### src/rtl/spi_slave_reg_tx_pkg.sv
// spi_slave_reg_tx_pkg: shared types and constants for the SPI register read transmitter
package spi_slave_reg_tx_pkg;
  typedef enum logic [1:0] {IDLE, DUMMY, SHIFT} state_e;
  localparam int REG_ADDR_W = 2;
  localparam int BITS_PER_BEAT_SINGLE = 1;
  localparam int BITS_PER_BEAT_QUAD = 4;
  function automatic int beat_count(input int reg_size, input logic qpi);
    return qpi ? reg_size / BITS_PER_BEAT_QUAD : reg_size / BITS_PER_BEAT_SINGLE;
  endfunction
endpackage

### src/rtl/spi_slave_reg_tx_shift.sv
// spi_slave_reg_tx_shift: loadable MSB-first shift register with 1/4-bit shift and beat counter
module spi_slave_reg_tx_shift
  import spi_slave_reg_tx_pkg::*;
#(
  parameter int REG_SIZE = 8
) (
  input  logic                sclk,
  input  logic                rstn,
  input  logic                load_i,
  input  logic                shift_i,
  input  logic                qpi_i,
  input  logic [REG_SIZE-1:0] data_i,
  output logic [3:0]          top_o,
  output logic                last_o
);
  localparam int CW = $clog2(REG_SIZE);
  logic [REG_SIZE-1:0] sr_q, sr_d;
  logic [CW-1:0]       cnt_q, cnt_d;
  always_comb begin
    sr_d  = sr_q;
    cnt_d = cnt_q;
    if (load_i) begin
      sr_d  = data_i;
      cnt_d = CW'(beat_count(REG_SIZE, qpi_i) - 1);
    end else if (shift_i) begin
      sr_d  = qpi_i ? sr_q << 4 : sr_q << 1;
      cnt_d = cnt_q - 1'b1;
    end
  end
  always_ff @(posedge sclk or negedge rstn) begin
    if (!rstn) begin
      sr_q  <= '0;
      cnt_q <= '0;
    end else begin
      sr_q  <= sr_d;
      cnt_q <= cnt_d;
    end
  end
  assign top_o  = sr_q[REG_SIZE-1 -: 4];
  assign last_o = cnt_q == '0;
endmodule

### src/rtl/spi_slave_reg_tx.sv
// spi_slave_reg_tx: SPI slave config-register read transmitter (single/QPI, dummy cycles).
// Define SPI_REG_TX_STREAM_EN to let cont stream consecutive registers without a gap.
module spi_slave_reg_tx
  import spi_slave_reg_tx_pkg::*;
#(
  parameter int REG_SIZE = 8
) (
  input  logic                  sclk,
  input  logic                  rstn,
  input  logic                  start,
  input  logic [REG_ADDR_W-1:0] addr,
  input  logic                  cancel,
  input  logic                  cont,
  input  logic                  en_qpi,
  input  logic [7:0]            dummy_cycles,
  output logic [REG_ADDR_W-1:0] rd_addr,
  input  logic [REG_SIZE-1:0]   rd_data,
  output logic [3:0]            sdo,
  output logic [3:0]            sdo_oe,
  output logic                  busy,
  output logic                  done
);
`ifdef SPI_REG_TX_STREAM_EN
  localparam bit STREAM_EN = 1'b1;
`else
  localparam bit STREAM_EN = 1'b0;
`endif
  state_e                state_q, state_d;
  logic [REG_ADDR_W-1:0] addr_q, addr_d;
  logic                  qpi_q, qpi_d;
  logic [7:0]            dcnt_q, dcnt_d;
  logic                  done_q, done_d;
  logic                  load, shift, last, stream;
  logic [3:0]            top;
  assign stream = STREAM_EN & cont & (state_q == SHIFT) & last;
  // While streaming, the register file must already present the next address on the load edge
  assign rd_addr = (state_q == IDLE) ? addr : stream ? addr_q + 1'b1 : addr_q;
  always_comb begin
    state_d = state_q;
    addr_d  = addr_q;
    qpi_d   = qpi_q;
    dcnt_d  = dcnt_q;
    done_d  = 1'b0;
    load    = 1'b0;
    shift   = 1'b0;
    if (cancel) begin
      state_d = IDLE;
    end else begin
      case (state_q)
        IDLE: if (start) begin
          addr_d  = addr;
          qpi_d   = en_qpi;
          load    = dummy_cycles == 8'd0;
          dcnt_d  = dummy_cycles - 8'd1;
          state_d = (dummy_cycles == 8'd0) ? SHIFT : DUMMY;
        end
        DUMMY: begin
          load    = dcnt_q == 8'd0;
          dcnt_d  = dcnt_q - 8'd1;
          state_d = (dcnt_q == 8'd0) ? SHIFT : DUMMY;
        end
        SHIFT: begin
          shift = 1'b1;
          if (last) begin
            load    = stream;
            addr_d  = stream ? addr_q + 1'b1 : addr_q;
            state_d = stream ? SHIFT : IDLE;
            done_d  = !stream;
          end
        end
        default: state_d = IDLE;
      endcase
    end
  end
  always_ff @(posedge sclk or negedge rstn) begin
    if (!rstn) begin
      state_q <= IDLE;
      addr_q  <= '0;
      qpi_q   <= 1'b0;
      dcnt_q  <= '0;
      done_q  <= 1'b0;
    end else begin
      state_q <= state_d;
      addr_q  <= addr_d;
      qpi_q   <= qpi_d;
      dcnt_q  <= dcnt_d;
      done_q  <= done_d;
    end
  end
  spi_slave_reg_tx_shift #(.REG_SIZE(REG_SIZE)) u_shift (
    .sclk   (sclk),
    .rstn   (rstn),
    .load_i (load),
    .shift_i(shift),
    .qpi_i  (qpi_d),
    .data_i (rd_data),
    .top_o  (top),
    .last_o (last)
  );
  assign sdo    = (state_q != SHIFT) ? 4'h0 : qpi_q ? top : {3'b000, top[3]};
  assign sdo_oe = (state_q != SHIFT) ? 4'h0 : qpi_q ? 4'hF : 4'h1;
  assign busy   = state_q != IDLE;
  assign done   = done_q;
endmodule

### config.mk
export PLATFORM = sky130hd
export DESIGN_NAME = spi_slave_reg_tx
export DESIGN_NICKNAME = d
export VERILOG_FILES = /design/src/rtl/spi_slave_reg_tx_pkg.sv /design/src/rtl/spi_slave_reg_tx_shift.sv /design/src/rtl/spi_slave_reg_tx.sv
export SDC_FILE = /design/constraint.sdc
export NUM_CORES = 1
export LEC_CHECK = 0
export ABC_AREA = 1
export ABC_CLOCK_PERIOD_IN_PS = 2100
export BUFFER_PORTS_ARGS = -buffer_cell sky130_fd_sc_hd__buf_2
export CAP_MARGIN = 10
export CORE_UTILIZATION = 40
export CTS_BUF_LIST = sky130_fd_sc_hd__clkbuf_8 sky130_fd_sc_hd__clkbuf_16
export DETAILED_ROUTE_END_ITERATION = 16
export GPL_ROUTABILITY_DRIVEN = 0
export GPL_TIMING_DRIVEN = 0
export SLEW_MARGIN = 0
export SYNTH_ARGS = -nofsm -noshare
export SYNTH_HDL_FRONTEND = slang
export SYNTH_HIERARCHICAL = 1
export SYNTH_SLANG_ARGS = --single-unit
### constraint.sdc
create_clock -name sclk -period 2.1 [get_ports sclk]
set_input_delay 0.42 -clock sclk [delete_from_list [all_inputs] [get_ports sclk]]
set_output_delay 0.42 -clock sclk [all_outputs]
set_load 0.01 [all_outputs]
==> qor.log, run 1 <==
qor: sta.timing.fmax 518.6 MHz
qor: die.initial_cell_density_of_the_core 41.48%
qor: placement.dp_cells 323
qor: worst_setup_path.required 2.30 ns
qor: cts.worstSkewPairLatency 0.26 ns
qor: run_status.outcome completed
qor: grt.grt_first_pass_wirelength 6.030 mm
qor: sta.layout_min_cycle_time 1.928 ns
qor: cts.clkSlewWorstSetupHoldPaths 0.09 ns
qor: sta.number_of_failing_setup_endpoints_in_the_final_timing_report 0
qor: sta.report.final.slew_viol_count 0
qor: grt.grtUsageTotal 17.94%
qor: route.via_count 1,509
qor: cells_and_area.area.growth.synth_to_final 20.59%
qor: synth.post_synth_xor_xnor_area 0%
qor: die.die_width 66.40 µm
qor: die.placement_rows 23
qor: synth.synth.yosys.warnings 6
qor: sta.finalHoldWorstSlack 0.1392 ns
qor: die.design.portCount 36
qor: synth.syn_avg_cell_area 6.942 µm²
qor: cells_and_area.antenna_cells_inserted 0
qor: worst_setup_path.data_arrival_critical_path 2.13 ns
qor: cells_and_area.final_cell_count_no_fill 328
qor: sta.layout_worst_path_cycle_share 91.82%
qor: cells_and_area.post_route_cells_drive_above_1_share 28.78%
qor: route.drc_errors 0
qor: grt.grt_antenna_before_repair 0
qor: cells_and_area.multi_input_comb_area 867.1 µm²
qor: synth.synth_compound_area_share 9.050%
qor: cells_and_area.most-common-layout-cells sky130_fd_sc_hd__nand2_1, sky130_fd_sc_hd__buf_2, sky130_fd_sc_hd__inv_1, sky130_fd_sc_hd__dfrtp_1, sky130_fd_sc_hd__nand3_1
qor: cts.cts_max_path_buffers 2
qor: route.totalWireLength 3.479 mm
qor: synth.post_synth_and_or_nand_nor_area_fraction 38.84%
qor: cts.clock_tree.root_cell sky130_fd_sc_hd__clkbuf_8
qor: sta.tns 0 ns
qor: placement.numPortBuffers 34
qor: die.floorplan.die.height 66.40 µm
qor: sta.finalClockSkew 0.003977 ns
qor: placement.dp_hpwl 2.673 mm
qor: job.max_cap_violations 0
qor: die.placeableCoreArea 4000 µm²
qor: sta.grt_setup_unrepaired false
qor: cts.tritoncts_num_sinks 25
qor: sta.worst-slew-pin-transition 0.5682 ns
qor: route.drtAntennaViolNets 0
qor: cts.cts_buffers 3
qor: grt.number_of_global_route_vias_before_repair 1,357
qor: worst_setup_path.regToRegSetupSlack 0.17 ns
qor: cts.cts_tree yes
qor: grt.grt_max_degree 26
qor: worst_setup_path.endpoint_kind register
qor: worst_setup_path.reg2reg_depth 13
qor: synth.synthAdderAreaFrac 1.508%
qor: synth.synth.ff_latch_count 25
qor: pwr.vdd.ir_drop.worst 368.1 µV
qor: worst_hold_path.min-delay-path-class in -> async
qor: cells_and_area.layout.cells.most_common sky130_fd_sc_hd__nand2_1
qor: worst_setup_path.crit_type reg -> reg
qor: route.drt_first_pass_iters 6
qor: synth.synth_fp_nets 265
qor: die.die-area 4409 µm²
qor: cells_and_area.num-nets-final 305
qor: worst_setup_path.worstReg2RegEnd u_shift/cnt_q[2]
qor: route.detailedRoute.firstIterationViolations 58
qor: cells_and_area.layout.area.seq 625.6 µm²
qor: route.routed_via_density 4.601
qor: cells_and_area.fillers 434
qor: sta.finalHoldViolCount 0
qor: worst_setup_path.r2r-start dcnt_q[7]
qor: grt.grt_overflow 0
qor: pwr.power.density 661.3 nW/µm²
qor: synth.largest_family_of_logic_cells_by_synthesized_area simple AND/OR/NAND/NOR gates
qor: sta.slew_headroom 62.12%
qor: route.routed_wire_length_per_instance 10.61 µm
qor: worst_setup_path.critical_path_peak_fanout 4
qor: synth.synth-seq-area-share 37.71%
qor: synth.synthMuxAreaShare 0%
qor: worst_setup_path.worstSetupStartpointType register
qor: synth.synth_cell_type_count 33
qor: pwr.p_leak 0.001079 µW
qor: synth.post_synth_instance_area 1659 µm²
qor: synth.syn_inst 239
qor: cts.level_count_of_the_clock_h_tree 1
qor: cts.count_of_hold_buffers_inserted_by_post_cts_repair 0
## synthesized netlist by cell type (all sizes together)
| cell type | number | area [µm²] |
|---|---|---|
| nand4 | 3 | 18.77 |
| a211oi | 1 | 7.510 |
| nor2 | 25 | 111.4 |
| inv | 36 | 135.1 |
| nand3 | 25 | 130.1 |
| a21boi | 2 | 15.02 |
| nand3b | 1 | 7.510 |
| o21ai | 12 | 75.07 |
| dfrtp | 25 | 625.6 |
| or2 | 2 | 12.51 |
| nor3 | 4 | 20.02 |
| and2 | 1 | 6.260 |
| a22oi | 1 | 7.510 |
| clkinv | 1 | 3.750 |
| a21oi | 3 | 18.77 |
| nand2 | 82 | 337.8 |
| buf | 9 | 75.07 |
| a31oi | 2 | 12.51 |
| o22ai | 1 | 6.260 |
| ha | 2 | 25.02 |
| o21bai | 1 | 7.510 |
## metrics by stage
step / utilization, % / cell area [µm²] / setup slack, ns / power [µW]
floorplan: - / 1659 / 0.03460 / 931.8
global route: 50.02 / 2001 / 0.01023 / 1437
detailed placement: 47.29 / 1892 / -0.4094 / 1039
finish: 50.02 / 2001 / 0.1717 / 1323
CTS: 49.55 / 1982 / 0.03148 / 1330
global placement: 47.29 / 1892 / -0.3822 / 1034
## what timing repair did
| item | CTS | global route |
|---|---|---|
| setup buffers | 1 | 0 |
| resized for setup | 8 | 6 |
| endpoints found under the setup margin | 5 | 4 |
| pin swaps | 1 | 2 |
## how the worst max path moves through the flow
stage                     from               end  slack [ns]  cells past startpoint
5_1_grt             state_q[0]  u_shift/cnt_q[2]        0.01                     14
3_5_place_dp   dummy_cycles[5]  u_shift/cnt_q[2]       -0.41                     14
4_1_cts             state_q[1]  u_shift/cnt_q[2]        0.03                     13
2_1_floorplan       state_q[1]  u_shift/cnt_q[2]        0.03                     13
6_report             dcnt_q[7]  u_shift/cnt_q[2]        0.17                     13
3_3_place_gp   dummy_cycles[4]  u_shift/cnt_q[2]       -0.38                     14
## layout make-up
cell class,instances,share of cell area [%]
Multi-Input combinational cell,168,43.34
Clock buffer,3,2.064
Timing Repair Buffer,35,8.881
Buffer,9,3.940
Clock inverter,1,0.1876
Tap cell,50,3.127
Sequential cell,25,31.27
Inverter,37,7.192
## state kept, by name, summed over array words and instances (netlist names)
register       count
qpi_q              1
state_q            2
u_shift/cnt_q      3
dcnt_q             8
addr_q             2
done               1
u_shift/sr_q       8
## power by group
| group | switching [µW] | internal [µW] | leakage, µW | total, µW |
|---|---|---|---|---|
| combinational | 237 | 171 | 0.000744 | 408 |
| clock | 152 | 131 | 0.0000269 | 282 |
| sequential | 61.7 | 571 | 0.000308 | 633 |
| total | 450 | 873 | 0.00108 | 1320 |
## cells by family after synthesis
kind of cell             count (synthesis)
adder cells (fa/ha/maj)                  2
flip-flops                              25
AO/OA/AOI/OAI                           23
AND/OR/NAND/NOR                        143
buffers and inverters                   46
## critical path: stages (launching register included)
cell	delay (ns)
sky130_fd_sc_hd__dfrtp_1	0.41
sky130_fd_sc_hd__nor2_1	0.15
sky130_fd_sc_hd__nand3_1	0.08
sky130_fd_sc_hd__nor2_1	0.14
sky130_fd_sc_hd__nand2_1	0.12
sky130_fd_sc_hd__a21boi_4	0.20
sky130_fd_sc_hd__buf_4	0.16
sky130_fd_sc_hd__inv_1	0.05
sky130_fd_sc_hd__nand2_1	0.10
sky130_fd_sc_hd__ha_1	0.19
sky130_fd_sc_hd__inv_1	0.04
sky130_fd_sc_hd__nor2_1	0.10
sky130_fd_sc_hd__nor2_1	0.04
sky130_fd_sc_hd__nor2_1	0.08
## layer usage
layer  up-vias  global-route usage (%)  wire length (µm)
met5         -                       0                 0
met4         0                   4.787                23
met3         2                   2.069                79
met2        23                   30.36              1620
met1       664                   24.06              1755
li1        820                       -                 -
(Power assumes the default switching activity.)
==> inputs of run 2 (changes only) <==
ABC_AREA = default   (was 1)
CORE_UTILIZATION = 49   (was 40)
PLACE_DENSITY = 0.76   (was default)
==> run 2 against run 1 <==
Net effect:
- the flow now finishes with violations (negative setup slack)
- design area increased by 6.9%
- first-iteration DRC count is 21% higher
- worst setup slack got worse by 0.18 ns
- die area decreased by 17%
- via count rose by 5.2%
- power increased by 23%
- flip-flop and latch count is the same
- cell count down 13%
- sequential power up 13%
- critical path type unchanged
- largest power group unchanged
==> qor.log, run 2 <==
qor: worst_hold_path.min-delay-path-class in -> async
qor: cells_and_area.layout.cell_area.non_filler 2138 µm² [+6.9%]
qor: sta.grt_setup_unrepaired true
qor: cells_and_area.layout.area.seq 626.9 µm² [+0.20%]
qor: route.drtAntennaViolNets 0 [unchanged]
qor: synth.synth.top_cells.by_area sky130_fd_sc_hd__dfrtp_1, sky130_fd_sc_hd__nand2_1, sky130_fd_sc_hd__mux2i_1
qor: die.floorplan.die.height 60.32 µm [-9.2%]
qor: worst_setup_path.data_arrival_critical_path 2.26 ns [+0.13 ns]
qor: sta.number_of_failing_setup_endpoints_in_the_final_timing_report 1 [+1]
qor: grt.grtUsageTotal 23.81% [+5.9 points]
qor: worst_setup_path.timing.critical_path.cells nor4_4, and2_4, a22oi_2, nor3_2, buf_4, buf_6, mux2i_1, ha_2, nand2_2, a32o_1
qor: synth.syn_inst 192 [-20%]
qor: synth.synth.yosys.warnings 6 [unchanged]
qor: synth.largest_family_of_logic_cells_by_synthesized_area simple AND/OR/NAND/NOR gates
qor: cells_and_area.reg.largest.list dcnt_q (8), u_shift/sr_q (8), u_shift/cnt_q (3)
qor: synth.synth-seq-area-share 37.54% [-0.17 points]
qor: synth.syn_avg_cell_area 8.680 µm² [+25%]
qor: sta.worst-slew-pin-transition 0.5527 ns [-0.01544 ns]
qor: cts.level_count_of_the_clock_h_tree 1 [unchanged]
qor: sta.layout_worst_path_cycle_share 100.2% [+8.4 points]
qor: cts.tritoncts_num_sinks 25 [unchanged]
qor: cells_and_area.layout.cells.most_common sky130_fd_sc_hd__buf_2
qor: grt.grt_first_pass_wirelength 6.472 mm [+7.3%]
qor: synth.synth_edf_count 0 [unchanged]
qor: worst_setup_path.crit_type reg -> reg
qor: synth.synth.ff_latch_count 25 [unchanged]
qor: route.routed_wire_length_per_instance 14.10 µm [+33%]
qor: route.routed_via_density 5.552 [+21%]
qor: synth.post_synth_most_frequent_cells sky130_fd_sc_hd__nand2_1, sky130_fd_sc_hd__dfrtp_1, sky130_fd_sc_hd__nor2_1
qor: worst_setup_path.reg2reg_depth 10 [-3]
qor: worst_setup_path.critical_path_peak_fanout 3 [-1]
qor: cts.clkSlewWorstSetupHoldPaths 0.09 ns [about the same]
qor: sta.finalHoldWorstSlack 0.1318 ns [-0.007352 ns]
qor: pwr.share_of_total_power_in_combinational_logic 38.2% [+7.4 points]
qor: worst_setup_path.r2r-start dcnt_q[2]
qor: synth.synth_compound_area_share 19.59% [+11 points]
qor: route.drc_errors 0 [unchanged]
qor: synth.post-synth-top-count-cell sky130_fd_sc_hd__nand2_1
qor: cts.clock_tree.root_cell sky130_fd_sc_hd__clkbuf_8
qor: die.die-area 3639 µm² [-17%]
qor: pwr.vdd.ir_drop.worst 526.6 µV [+43%]
qor: die.design.portCount 36 [unchanged]
qor: cells_and_area.antenna_cells_inserted 0 [unchanged]
qor: pwr.final_power 1623 µW [+23%]
qor: cells_and_area.most-common-layout-cells sky130_fd_sc_hd__buf_2, sky130_fd_sc_hd__nand2_1, sky130_fd_sc_hd__dfrtp_1, sky130_fd_sc_hd__buf_4, sky130_fd_sc_hd__nor2_1
qor: placement.numPortBuffers 34 [unchanged]
qor: sta.finalClockSkew 0.003996 ns [+0.00001862 ns]
qor: cells_and_area.final_cell_count_no_fill 286 [-13%]
qor: sta.report.final.slew_viol_count 0 [unchanged]
qor: sta.slew_headroom 63.15% [+1.0 points]
qor: sta.layout_setup_ws -0.004213 ns [-0.1759 ns]
qor: worst_setup_path.regToRegSetupSlack -0.004 ns [-0.18 ns]
qor: worst_setup_path.worstSetupStartpointType register
qor: cts.cts_tree yes
qor: die.placeableCoreArea 3128 µm² [-22%]
qor: placement.dp_hpwl 2.812 mm [+5.2%]
qor: cells_and_area.multi_input_comb_area 1002 µm² [+16%]
qor: worst_setup_path.critical_path.slowest_cell sky130_fd_sc_hd__dfrtp_2
qor: sta.layout_min_cycle_time 2.104 ns [+0.1759 ns]
qor: pwr.seqPwrFrac 44.3% [-3.5 points]
qor: synth.netlist.area_leader.share 37.54% [-0.17 points]
qor: worst_setup_path.worst_path_largest_cell_delay 0.44 ns [+0.03 ns]
qor: pwr.power.share.clock 17.5% [-3.8 points]
qor: placement.placedInstanceArea 1913 µm² [+1.1%]
qor: grt.grt_antenna_before_repair 0 [unchanged]
qor: route.detailedRoute.firstIterationViolations 70 [+21%]
qor: worst_setup_path.worstReg2RegEnd u_shift/cnt_q[2]
qor: cells_and_area.num-nets-final 269 [-12%]
qor: die.placement_rows 20 [-13%]
qor: cts.cts_buffers 3 [unchanged]
qor: synth.post_synth_xor_xnor_area 1.051% [+1.1 points]
qor: cells_and_area.area.growth.synth_to_final 28.30%
qor: worst_setup_path.required 2.26 ns [-0.04 ns]
qor: synth.synth_top_area_cell sky130_fd_sc_hd__dfrtp_1
qor: route.totalWireLength 4.033 mm [+16%]
qor: cts.worstSkewPairLatency 0.27 ns [about the same]
qor: route.via_count 1,588 [+5.2%]
qor: sta.timing.fmax 475.2 MHz [-8.4%]
qor: synth.post_synth_instance_area 1667 µm² [+0.45%]
qor: synth.yosys_most_used_dff sky130_fd_sc_hd__dfrtp_1
qor: die.die_width 60.32 µm [-9.2%]
qor: pwr.swShare 35.94% [+1.9 points]
qor: placement.post-place-ws -0.4205 ns [-0.01112 ns]
qor: synth.synth_async_sr_flop_share 100.0% [unchanged]
qor: cells_and_area.post_route_cells_drive_above_1_share 38.84% [+10 points]
qor: pwr.power.density 759.1 nW/µm² [+15%]
qor: cells_and_area.fillers 251 [-42%]
qor: run_status.outcome finished with violations
qor: synth.synth_cell_type_count 45 [+36%]
qor: grt.grt_max_degree 26 [unchanged]
qor: run_status.failed_checks negative setup slack
qor: die.initial_cell_density_of_the_core 53.28% [+12 points]
qor: job.max_cap_violations 0 [unchanged]
qor: synth.synthMuxAreaShare 8.483% [+8.5 points]
qor: pwr.net-switching-power 583.3 µW [+30%]
qor: pwr.internal_power 1040 µW [+19%]
qor: worst_setup_path.endpoint_kind register
qor: sta.finalHoldViolCount 0 [unchanged]
qor: pwr.p_leak 0.001002 µW [-7.1%]
qor: grt.grt_overflow 0 [unchanged]
qor: synth.synth_fp_nets 218 [-18%]
qor: cts.cts_max_path_buffers 2 [unchanged]
qor: synth.synthAdderAreaFrac 1.502% [-0.0068 points]
qor: route.drt_first_pass_iters 4 [-2]
qor: synth.post_synth_and_or_nand_nor_area_fraction 23.87% [-15 points]
qor: grt.number_of_global_route_vias_before_repair 1,456 [+7.3%]
qor: placement.dp_cells 270 [-16%]
==> run 2: cell count changes in the layout (fill, tap and decap cells not counted), sizes merged, moves of 4 or more <==
cell,before,now
buf,44,60
mux2i,0,10
nor3,4,11
a211oi,1,5
a21oi,3,8
inv,37,7
nand2,82,27
nand3,25,3
==> run 2: worst max path at each step <==
stage	startpoint	endpoint	slack (ns)	depth (start not counted)
after floorplan	dummy_cycles[5]	u_shift/cnt_q[2]	-0.07	11
after global placement	dummy_cycles[5]	u_shift/cnt_q[2]	-0.44	12
after detailed placement	dummy_cycles[5]	u_shift/cnt_q[2]	-0.42	12
after CTS	dcnt_q[2]	u_shift/cnt_q[2]	-0.09	10
after global routing	dcnt_q[6]	u_shift/cnt_q[2]	-0.09	10
final	dcnt_q[2]	u_shift/cnt_q[2]	-0.004	10
==> run 2: power groups by stage <==
stage               Clock (µW)  Combinational (µW)  Sequential (µW)
detailed placement           0                 492              724
global route               313                 682              729
global placement             0                 480              718
floorplan                    0                 382              689
CTS                        295                 582              715
finish                     285                 620              718
==> run 2: cell families (layout without fill, tap and decap cells) <==
family,after synthesis,in the layout
XOR/XNOR,2,2
multiplexers,13,13
adder cells (fa/ha/maj),2,2
buffers and inverters,21,71
flip-flops,25,25
AO/OA/AOI/OAI,47,47
AND/OR/NAND/NOR,82,82
==> run 2: what timing repair did <==
item,in CTS,in global routing
gates resized for setup,11,13
hold buffers,0,0
pin swaps,7,8
setup endpoints to repair,8,8
setup buffers,10,2
==> run 2: routing by layer <==
layer	vias up	track usage, %	wire, µm
met1	756	31.74	1840
met2	48	40.35	1940
met4	0	3.987	29
li1	780	-	-
met5	-	0	0
met3	4	4.978	221
==> run 2: stage by stage <==
| stage | utilization [%] | TNS, ns |
|---|---|---|
| 2_1_floorplan | - | -0.07206 |
| 3_3_place_gp | 61.16 | -0.9542 |
| 3_5_place_dp | 61.16 | -1.005 |
| 4_1_cts | 66.40 | -0.08864 |
| 5_1_grt | 68.36 | -0.08980 |
| 6_report | 68.36 | -0.004213 |
==> run 2: area by class of cell <==
type                       count  share of cell area [%]
buffer                        14                   5.676
timing repair buffer          46                   12.17
multi-input combinational    146                   46.87
inverter                       7                   1.229
clock buffer                   3                   1.931
clock inverter                 1                  0.2341
sequential                    25                   29.32
tap                           44                   2.575
==> run 2: critical path: cells and delay by family, from the launching register on <==
| kind | cells | cell delay [ns] |
|---|---|---|
| compound gates | 2 | 0.28 |
| fa+ha+maj | 1 | 0.20 |
| buf+inv | 2 | 0.24 |
| flops | 1 | 0.44 |
| mux | 1 | 0.17 |
| simple gates | 4 | 0.66 |
